<file path="config.mk">
export PLATFORM = sky130hd
export DESIGN_NAME = mem_wb_sram_stage
export DESIGN_NICKNAME = d
export VERILOG_FILES = /design/src/rtl/arm_pkg.sv /design/src/rtl/sram_ctrl.sv /design/src/rtl/mem_wb_sram_stage.sv
export SDC_FILE = /design/constraint.sdc
export NUM_CORES = 1
export LEC_CHECK = 0
export ABC_AREA = 0
export ABC_CLOCK_PERIOD_IN_PS = 3000
export CAP_MARGIN = 10
export CORE_MARGIN = 3
export CORE_UTILIZATION = 48
export DETAILED_ROUTE_END_ITERATION = 12
export PLACE_DENSITY = 0.81
export SLEW_MARGIN = 30
export SYNTH_ARGS = -nofsm -noshare
export SYNTH_HDL_FRONTEND = slang
export SYNTH_SLANG_ARGS = --single-unit
export TNS_END_PERCENT = 50
</file>
<file path="constraint.sdc">
create_clock -name clk -period 3 [get_ports clk]
set_clock_uncertainty 0.15 [all_clocks]
set_input_delay 0.9 -clock clk [delete_from_list [all_inputs] [get_ports clk]]
set_output_delay 0.9 -clock clk [all_outputs]
set_load 0.01 [all_outputs]
</file>
<file path="src/rtl/arm_pkg.sv">
// rtl/arm_pkg.sv - shared types and widths for the ARM-subset core memory path
package arm_pkg;

  localparam int SRAM_ADDR_W = 18;
  localparam int SRAM_DATA_W = 16;
  localparam int REG_ADDR_W  = 4;

  typedef enum logic [1:0] {
    MEM_IDLE,
    MEM_LOW,
    MEM_HIGH,
    MEM_DONE
  } mem_state_e;

endpackage

</file>
<file path="src/rtl/sram_ctrl.sv">
// rtl/sram_ctrl.sv - two half-word SRAM access sequencer with pipeline freeze
module sram_ctrl
  import arm_pkg::*;
#(
  parameter int          WAIT_CYCLES = 1,
  parameter logic [31:0] SRAM_BASE   = 32'd1024
) (
  input  logic                   clk,
  input  logic                   rst_n,
  input  logic                   mem_r_en,
  input  logic                   mem_w_en,
  input  logic [31:0]            addr,
  input  logic [31:0]            wdata,
  output logic                   ready,
  output logic [31:0]            rdata,
  output logic [SRAM_ADDR_W-1:0] sram_addr,
  output logic [SRAM_DATA_W-1:0] sram_dq_o,
  output logic                   sram_dq_oe,
  input  logic [SRAM_DATA_W-1:0] sram_dq_i,
  output logic                   sram_we_n
);

  localparam logic [2:0] LAST_CNT = 3'(WAIT_CYCLES);

  mem_state_e                 state, state_nx;
  logic [2:0]                 cnt;
  logic [SRAM_ADDR_W-2:0]     widx_q;
  logic [SRAM_ADDR_W-2:0]     widx_d;
  logic [31:0]                wdata_q;
  logic                       is_store_q;
  logic [SRAM_DATA_W-1:0]     rd_lo, rd_hi;
  logic                       mem_req;
  logic                       last;

  assign mem_req = mem_r_en | mem_w_en;
  assign last    = (cnt == LAST_CNT);
  assign widx_d  = 17'((addr - SRAM_BASE) >> 2);
  assign rdata   = {rd_hi, rd_lo};

  always_ff @(posedge clk or negedge rst_n) begin
    if (!rst_n) begin
      state      <= MEM_IDLE;
      cnt        <= '0;
      widx_q     <= '0;
      wdata_q    <= '0;
      is_store_q <= 1'b0;
      rd_lo      <= '0;
      rd_hi      <= '0;
    end else begin
      state <= state_nx;
      cnt   <= (state_nx == state) ? cnt + 3'd1 : 3'd0;
      // A request with both enables set is handled as a store
      if (state == MEM_IDLE && mem_req) begin
        widx_q     <= widx_d;
        wdata_q    <= wdata;
        is_store_q <= mem_w_en;
      end
      if (state == MEM_LOW && last && !is_store_q) rd_lo <= sram_dq_i;
      if (state == MEM_HIGH && last && !is_store_q) rd_hi <= sram_dq_i;
    end
  end

  always_comb begin
    state_nx   = state;
    ready      = 1'b0;
    sram_addr  = '0;
    sram_dq_o  = '0;
    sram_dq_oe = 1'b0;
    sram_we_n  = 1'b1;
    case (state)
      MEM_IDLE: begin
        ready = ~mem_req;
        if (mem_req) state_nx = MEM_LOW;
      end
      MEM_LOW: begin
        sram_addr = {widx_q, 1'b0};
        if (is_store_q) begin
          sram_dq_oe = 1'b1;
          sram_we_n  = 1'b0;
          sram_dq_o  = wdata_q[15:0];
        end
        if (last) state_nx = MEM_HIGH;
      end
      MEM_HIGH: begin
        sram_addr = {widx_q, 1'b1};
        if (is_store_q) begin
          sram_dq_oe = 1'b1;
          sram_we_n  = 1'b0;
          sram_dq_o  = wdata_q[31:16];
        end
        if (last) state_nx = MEM_DONE;
      end
      MEM_DONE: begin
        ready    = 1'b1;
        state_nx = MEM_IDLE;
      end
      default: state_nx = MEM_IDLE;
    endcase
  end

endmodule

</file>
<file path="src/rtl/mem_wb_sram_stage.sv">
// rtl/mem_wb_sram_stage.sv - memory stage with SRAM access and MEM/WB pipeline register
module mem_wb_sram_stage
  import arm_pkg::*;
#(
  parameter int          WAIT_CYCLES = 1,
  parameter logic [31:0] SRAM_BASE   = 32'd1024
) (
  input  logic                   clk,
  input  logic                   rst_n,
  input  logic                   MEM_R_en,
  input  logic                   MEM_W_en,
  input  logic                   WB_en_in,
  input  logic [31:0]            ALU_Res,
  input  logic [31:0]            Val_Rm,
  input  logic [REG_ADDR_W-1:0]  Dest,
  output logic                   ready,
  output logic                   WB_WB_en,
  output logic [REG_ADDR_W-1:0]  WB_Dest,
  output logic [31:0]            WB_Value,
  output logic [SRAM_ADDR_W-1:0] SRAM_ADDR,
  output logic [SRAM_DATA_W-1:0] SRAM_DQ_o,
  output logic                   SRAM_DQ_oe,
  input  logic [SRAM_DATA_W-1:0] SRAM_DQ_i,
  output logic                   SRAM_WE_N
);

  logic [31:0] rdata;
  logic        is_load;
  logic [31:0] wb_value_d;

  sram_ctrl #(
    .WAIT_CYCLES(WAIT_CYCLES),
    .SRAM_BASE  (SRAM_BASE)
  ) u_sram_ctrl (
    .clk       (clk),
    .rst_n     (rst_n),
    .mem_r_en  (MEM_R_en),
    .mem_w_en  (MEM_W_en),
    .addr      (ALU_Res),
    .wdata     (Val_Rm),
    .ready     (ready),
    .rdata     (rdata),
    .sram_addr (SRAM_ADDR),
    .sram_dq_o (SRAM_DQ_o),
    .sram_dq_oe(SRAM_DQ_oe),
    .sram_dq_i (SRAM_DQ_i),
    .sram_we_n (SRAM_WE_N)
  );

  // Inputs are frozen upstream while ready is low, so they still describe the op in DONE
  assign is_load    = MEM_R_en & ~MEM_W_en;
  assign wb_value_d = is_load ? rdata : ALU_Res;

  always_ff @(posedge clk or negedge rst_n) begin
    if (!rst_n) begin
      WB_WB_en <= 1'b0;
      WB_Dest  <= '0;
      WB_Value <= '0;
    end else if (ready) begin
      WB_WB_en <= WB_en_in;
      WB_Dest  <= Dest;
      WB_Value <= wb_value_d;
    end
  end

endmodule

</file>
# ---- Word level (Yosys, flattened, before mapping)
# Cells that the tools add are included.
dict set report op_classes {
  eq_ne 5
  bitwise 4
  n_addsub 2
  n_mux 15
  n_reduce_logical 8
}
# cell n
set ops {}
lappend ops {{$pmux 18 s2} 1}
lappend ops {{$mux 16} 2}
lappend ops {{$mux 32} 1}
lappend ops {{$pmux 16 s2} 1}
lappend ops {{$sub 19x11->19 const B} 1}
lappend ops {{$pmux 2 s4} 1}
lappend ops {{$mux 2} 3}
lappend ops {{$logic_and 1x1->1} 5}
lappend ops {{$eq 2x2->1 const B} 2}
lappend ops {{$mux 1} 4}
lappend ops {{$add 3x1->3 const B} 1}
lappend ops {{$eq 3x1->1 const B} 1}
lappend ops {{$mux 3} 1}
lappend ops {{$eq 2x1->1 const B} 1}
lappend ops {{$eq 2x2->1} 1}
lappend ops {{$logic_not 2->1} 1}
lappend ops {{$not 1->1} 2}
lappend ops {{$pmux 1 s2} 1}
lappend ops {{$reduce_or 2->1} 1}
lappend ops {{$and 1x1->1} 1}
lappend ops {{$logic_not 1->1} 1}
lappend ops {{$or 1x1->1} 1}
dict set report totals {
  elab_cells 44
  output_inout_bits 74
  input_bits 89
  reg_bits 124
}

# ---- Depth between registers and ports, before layout
# Gate-level depths: netlist of the first run.
dict set report logic_depth {
  ltp_word 5
  ltp_mapped 7
  mapped_depth_nobuf 6
}

# ---- Cells and area by module
# Synthesis of the first run repeated with hierarchy kept, for this count alone.
dict set report unflattened {
  cells_unflattened 583
  hier_area_um2 6064.6
}
# module area_per_inst_um2 instances cells_per_inst seq_area_each_um2
set by_module_without_submodules {}
lappend by_module_without_submodules {sram_ctrl 3915.0 1 390 2177.1}
lappend by_module_without_submodules {mem_wb_sram_stage 2149.6 1 193 925.9}

# ---- Worst setup path after synthesis of the first run
# Ideal clock, no wire load.
dict set report synth_timing {
  path_type {input -> output}
  startpoint {input port MEM_W_en}
  endpoint {output port ready}
  cell_stages 4
  arrival_time_ns 1.548
  required_time_ns 1.950
  path_buffers 1
  setup_slack_ns 0.402
  cell_sequence {nor3b_1 o21bai_2 clkbuf_1 inv_1}
}
dict set report synth_via {
  elab_chain_len 3
}
# element line_no
set synth_rtl {}
lappend synth_rtl {{from (decl)} mem_wb_sram_stage.sv:11} ;# input logic MEM_W_en,
lappend synth_rtl {{$or 1x1->1} sram_ctrl.sv:35} ;# assign mem_req = mem_r_en | mem_w_en;
lappend synth_rtl {{$not 1->1} sram_ctrl.sv:72} ;# ready = ~mem_req;
lappend synth_rtl {{$pmux 1 s2} sram_ctrl.sv:70} ;# case (state)
lappend synth_rtl {{to (decl)} mem_wb_sram_stage.sv:16} ;# output logic ready,
# Every way passes these cells.

# ---- Final worst setup path of the first run
dict set report layout_timing {
  startpoint {register u_sram_ctrl.state[1]}
  endpoint {output port SRAM_ADDR[12]}
}
dict set report layout_via {
  elab_chain_len 2
  word_cells_on_any_way 3
  classes_between {eq/ne: 2; mux: 1}
}
# element line_no
set layout_rtl {}
lappend layout_rtl {{from (decl)} sram_ctrl.sv:25} ;# mem_state_e state, state_nx;
lappend layout_rtl {{from (signal assigned)} sram_ctrl.sv:50} ;# state <= state_nx;
lappend layout_rtl {{$eq 2x2->1 or $eq 2x1->1 (tied branches)} sram_ctrl.sv:70}
lappend layout_rtl {{$pmux 18 s2 (*)} sram_ctrl.sv:70}
lappend layout_rtl {{to (decl)} mem_wb_sram_stage.sv:20} ;# output logic [SRAM_ADDR_W-1:0] SRAM_ADDR,
# Every way passes the cells marked *; elsewhere a longest branch is shown, timed or not.

==> reports/results.ini, run 1 <==
[detailed_routing]
firstDrtPassIters=4
via_per_inst=5.25
drc_errors=0
ant_nets=0
wire_per_inst_um=17.8
wl_mm=14.0
drtIter0Drc=211
num_vias=4123

[grt]
grt_usage_pct=22.5
grt_pass1_vias=4480
grt_antenna_before_repair=0
grt_pass1_wl_mm=22.5
grt_overflow=0
grt_max_degree=70

[clock_tree]
htreeDepth=4
clkSinkCount=124
clk_latency_ns=0.41
root_buffer=clkbuf_16
cts.clk_slew.worst_paths_ns=0.05
cts_tree=built
numCtsBuffers=17
cts_buffer_depth=2

[yosys]
synth_nets=555
ys_seq_area_share_pct=55.8
synth.top_cell.area_share_pct=55.8
netlist_top_cells_area=dfrtp_1, mux2_2, mux2i_1
synth_largest_area_cell=dfrtp_1
ys_ff_latch=124
syn_inst=457
synthDistinctLibCells=37
synthesis.area_um2=5560
yosys_warnings=0
avgSynthCellArea_um2=12.2

[floorplan]
ios=163
die_w_um=114
die_area_um2=12900
die_h_um=114
rows=38
start_util_pct=50.2
core-area_um2=11100

[pwr]
pwr-share-clk_pct=23.0
internal-power_mw=5.63
share_comb_of_total_power_pct=41.6
switching_power_mw=2.69
sw_frac_of_total_pct=32.4
p_leak_nw=3.94
pwr_density_cell_nw_per_um2=1030
p_total_mw=8.33
pwr-share-seq_pct=35.3
peakVddDrop_v=0.000601

[critical_path]
worstReg2RegStart=u_sram_ctrl.state[0]
start_kind=flip-flop
cp_max_fo=8
cp_data_required_time_ns=1.95
cp-end-kind=output port
crit_type=flip-flop to output port
crit_start=u_sram_ctrl.state[1]
arrival_ns=2.04

[timing]
finalCriticalPeriod_ns=3.09
fmax_mhz=323
hold-worst-slack_ns=0.317
tightest_slew_ns=0.617
finalWorstSetupSlack_ns=-0.0924
period_share_pct=103
drv_slew=0
finalHoldViolCount=0
setup_viol=1
maxSlewHeadroom_pct=58.8
grt_setup_unrepaired=yes

[job]
maxCapViolations=0

[place]
hpwl_mm=9.67
placed_cell_area_um2=7440
dp_slack_ns=-0.434
dp.cells=751
gp_congestion=0.801
port_buffers=162

[outcome]
status=complete, but fails checks
violations=setup timing

[cells_and_area]
area_delta_synth_final_pct=45.8
final_common_cell=dfrtp_1
fillers=775
final_cell_mix=dfrtp_1, clkdlybuf4s50_1, mux2_2
design_area_um2=8100
fin_nets=733
layout-drive-gt1-share_pct=23.5
fin_cells=786
diodes=0

[hold_path]
hp-start=u_sram_ctrl.widx_q[15]
min_path_type=flip-flop to flip-flop

## path summary, 6_finish.rpt
path	endpoint	slack, ns	cells after the start
worst max-delay path	SRAM_ADDR[12]	-0.09	8
worst min-delay path	u_sram_ctrl.widx_q[15]	0.32	2
worst max register to register	WB_Dest[0]	0.68	7
worst min register to register	u_sram_ctrl.widx_q[15]	0.32	2
max in group asynchronous	WB_Value[3]	1.61	2
min in group asynchronous	u_sram_ctrl.widx_q[7]	0.34	1
## routing by layer
metal	vias to the layer above	share of wire [%]	GRT usage, %
li1	1944	-	-
met1	2022	42	27.2
met2	134	50	38.3
met3	23	5.8	6.68
met4	0	2.0	8.17
met5	-	0	0
## logic make-up after synthesis
kind of cell | Yosys count | share of synthesized area (%)
AND/OR/NAND/NOR | 104 | 9.12
buffers and inverters | 34 | 3.04
multiplexers | 109 | 21.4
AO/OA/AOI/OAI | 70 | 7.52
XOR/XNOR | 7 | 1.10
flip-flops | 124 | 55.8
adder cells (fa/ha/maj) | 9 | 2.03
## worst max-delay path: stages, from the launching register on
cell	delay, ns
dfrtp_1	0.39
buf_4	0.17
ha_4	0.18
nor2_4	0.12
nor2b_4	0.07
buf_4	0.13
buf_6	0.12
and2_1	0.16
dlygate4sd2_1	0.28
## power by group through the flow
| stage | clock network [mW] | registers [mW] | logic, mW |
|---|---|---|---|
| final | 1.92 | 2.94 | 3.47 |
| after global routing | 2.03 | 3.04 | 3.78 |
| after CTS | 1.95 | 2.94 | 3.44 |
| after detailed placement | 0 | 2.95 | 3.37 |
| after global placement | 0 | 2.91 | 3.26 |
| after floorplan | 0 | 2.95 | 1.78 |
## per-stage QoR
step / util (%) / TNS [ns]
4_1_cts: 72.6 / -3.20
2_1_floorplan: - / 0
6_report: 73.1 / -0.0924
5_1_grt: 73.1 / -0.163
3_5_place_dp: 67.1 / -0.438
3_3_place_gp: 67.1 / -0.424
## cell usage after synthesis, drive strengths merged
cell and instances:
buf 17, a21oi 4, mux2 77, nand2 46
inv 8, and2 19, a22oi 16, nor2 24
a22o 1, clkbuf 9, ha 9, nand3b 1
xor2 3, o21ai 42, o21a 1, o31a 1
a211oi 1, nand2b 2, nor3b 3, dfrtp 124
o211ai 1, o31ai 1, nor2b 3, xnor2 4
o32ai 1, mux2i 32, nor3 2, o21bai 1
nor4 4
## state kept, by name, indices dropped and copies added (netlist names)
name,count
WB_Value,32
u_sram_ctrl.wdata_q,32
u_sram_ctrl.widx_q,17
u_sram_ctrl.rd_hi,16
u_sram_ctrl.rd_lo,16
WB_Dest,4
u_sram_ctrl.cnt,3
u_sram_ctrl.state,2
WB_WB_en,1
u_sram_ctrl.is_store_q,1
## layout make-up
class	count	area, um2	area share, %
Multi-Input combinational cell	299	2360	29.2
Sequential cell	124	3100	38.3
Timing Repair Buffer	185	1880	23.2
Inverter	8	30.0	0.371
Clock inverter	9	97.6	1.20
Clock buffer	21	450	5.56
Tap cell	140	175	2.16
## repair_timing
item | CTS | global route
cloned | 1 | 0
gates resized for setup | 36 | 51
hold buffers | 0 | 0
pin swaps | 0 | 1
setup endpoints to repair | 36 | 34
buffers inserted | 3 | 1
No activity file was read; power rests on OpenSTA's default activity.
==> inputs of run 2 (changes only) <==
- CAP_MARGIN: 10 -> 20
- CORE_UTILIZATION: 48 -> 35
- PLACE_DENSITY: 0.81 -> 0.58
==> run 2 against run 1 <==
Net effect:
- the run now ends clean
- wire length up 2.7%
- first-iteration DRC count down 7.6%
- utilization down 20 points
- via count down 0.97%
- combinational power down 3%
- global-route usage down 5.2 points
- worst hold slack worse by 0.063 ns
- power up 0.13%
- clock power up 6%
- critical endpoint is now SRAM_ADDR[11]
==> reports/results.ini, run 2 (same netlist as run 1, synthesis figures left out) <==
[outcome]
status=completed

[timing]
setup_viol=0
tightest_slew_ns=0.626
grt_setup_unrepaired=yes
fin_tns_setup_ns=0
drv_slew=0
fmax_mhz=338
finalHoldViolCount=0
maxSlewHeadroom_pct=58.3
finalCriticalPeriod_ns=2.95
period_share_pct=98.5

[place]
hpwl_mm=10.1
port_buffers=162
gp_congestion=0.805
dp.cells=821

[floorplan]
die_w_um=132
rows=45
ios=163
core-area_um2=15400
die_h_um=132
start_util_pct=36.2
die_area_um2=17400

[cells_and_area]
fillers=1411
final_cell_mix=dfrtp_1, clkdlybuf4s50_1, mux2_2
fin_cells=856
diodes=0
layout-drive-gt1-share_pct=24.5
reg.largest.list=WB_Value (32), u_sram_ctrl.wdata_q (32), u_sram_ctrl.widx_q (17)
area_delta_synth_final_pct=46.0
multi_input_area_um2=2370
fin_nets=730
final_common_cell=dfrtp_1
seq_area_um2=3100

[detailed_routing]
num_vias=4083
ant_nets=0
drtIter0Drc=195
drc_errors=0
via_per_inst=4.77
firstDrtPassIters=4
wl_mm=14.4
wire_per_inst_um=16.8

[clock_tree]
htreeDepth=4
numCtsBuffers=17
root_buffer=clkbuf_16
clk_latency_ns=0.41
cts_tree=built
cts.clk_slew.worst_paths_ns=0.05
hold_buffers=0
clkSinkCount=124
cts_buffer_depth=2

[critical_path]
start_kind=flip-flop
cp_data_required_time_ns=1.95
slowest_stage=dfrtp_1
crit_top_cell=buf_4
cp-end-kind=output port
crit_type=flip-flop to output port
arrival_ns=1.90
cp_max_fo=4
cp_slowest_stage_delay_ns=0.38
worstPathCellList=buf_4, ha_4, nor2_4, nor2b_4, buf_4, and2_1, dlygate4sd2_1

[hold_path]
min_path_type=primary input to asynchronous set/reset pin

[grt]
grt_pass1_vias=4384
grt_max_degree=71
grt_overflow=0
grt_pass1_wl_mm=23.7
grt_usage_pct=17.3
grt_antenna_before_repair=0

[job]
maxCapViolations=0

[pwr]
p_leak_nw=3.71
peakVddDrop_v=0.000571
pwr_density_cell_nw_per_um2=1030

run 2: repair_timing:
| action | 4_1_cts | 5_1_grt |
|---|---|---|
| resized for setup | 60 | 33 |
| endpoints found under the setup margin | 36 | 19 |
| pin swaps | 0 | 1 |
| setup buffers | 0 | 1 |
| gates cloned | 1 | 1 |
run 2: worst paths after layout:
path,endpoint,slack (ns),startpoint,depth (start not counted)
worst max-delay path,SRAM_ADDR[11],0.05,u_sram_ctrl.state[0],7
worst min-delay path,WB_Value[24],0.25,rst_n,1
max in group asynchronous,u_sram_ctrl.rd_lo[11],1.73,rst_n,2
worst min register to register,u_sram_ctrl.widx_q[16],0.32,u_sram_ctrl.widx_q[16],2
worst max register to register,WB_WB_en,0.77,u_sram_ctrl.state[0],7
min in group clk,u_sram_ctrl.widx_q[16],0.32,u_sram_ctrl.widx_q[16],2
run 2: per-layer routing:
| layer | GRT usage (%) | wire length, um | share of wire (%) |
|---|---|---|---|
| met5 | 0 | 0 | 0 |
| met4 | 5.25 | 138 | 0.96 |
| met3 | 5.92 | 865 | 6.0 |
| met2 | 27.2 | 6900 | 48 |
| met1 | 22.7 | 6490 | 45 |
run 2: per-stage QoR:
stage	instance area (um2)	utilization (%)	hold WS (ns)	total power, mW	setup slack [ns]
after detailed placement	7500	48.8	0.316	6.34	-0.548
after CTS	8140	53.0	0.249	8.43	-0.139
final	8110	52.8	0.254	8.34	0.0457
after global placement	7500	48.8	0.309	6.23	-0.588
after floorplan	5560	-	0.292	4.73	0.402
after global routing	8110	52.8	0.260	8.92	-0.0559
run 2: worst max-delay path: cells and delay by family (launching register included):
kind	cells	cell delay [ns]
adder cells (fa/ha/maj)	1	0.17
buffers and inverters	3	0.59
flip-flops	1	0.38
AND/OR/NAND/NOR	3	0.35
run 2: where the power goes:
part	switching, mW	leakage (nW)	internal [mW]	total (mW)
combinational	1.53	1.91	1.86	3.38
clock	0.699	0.290	1.33	2.03
sequential	0.435	1.52	2.49	2.93
run 2: final cells by class:
type	count	share of cell area (%)
flip-flops and latches	124	38.2
multi-input cells	299	29.2
repair buffers	182	21.6
clock buffers	26	6.28
well taps	211	3.25
clock inverters	6	1.02
inverters	8	0.370
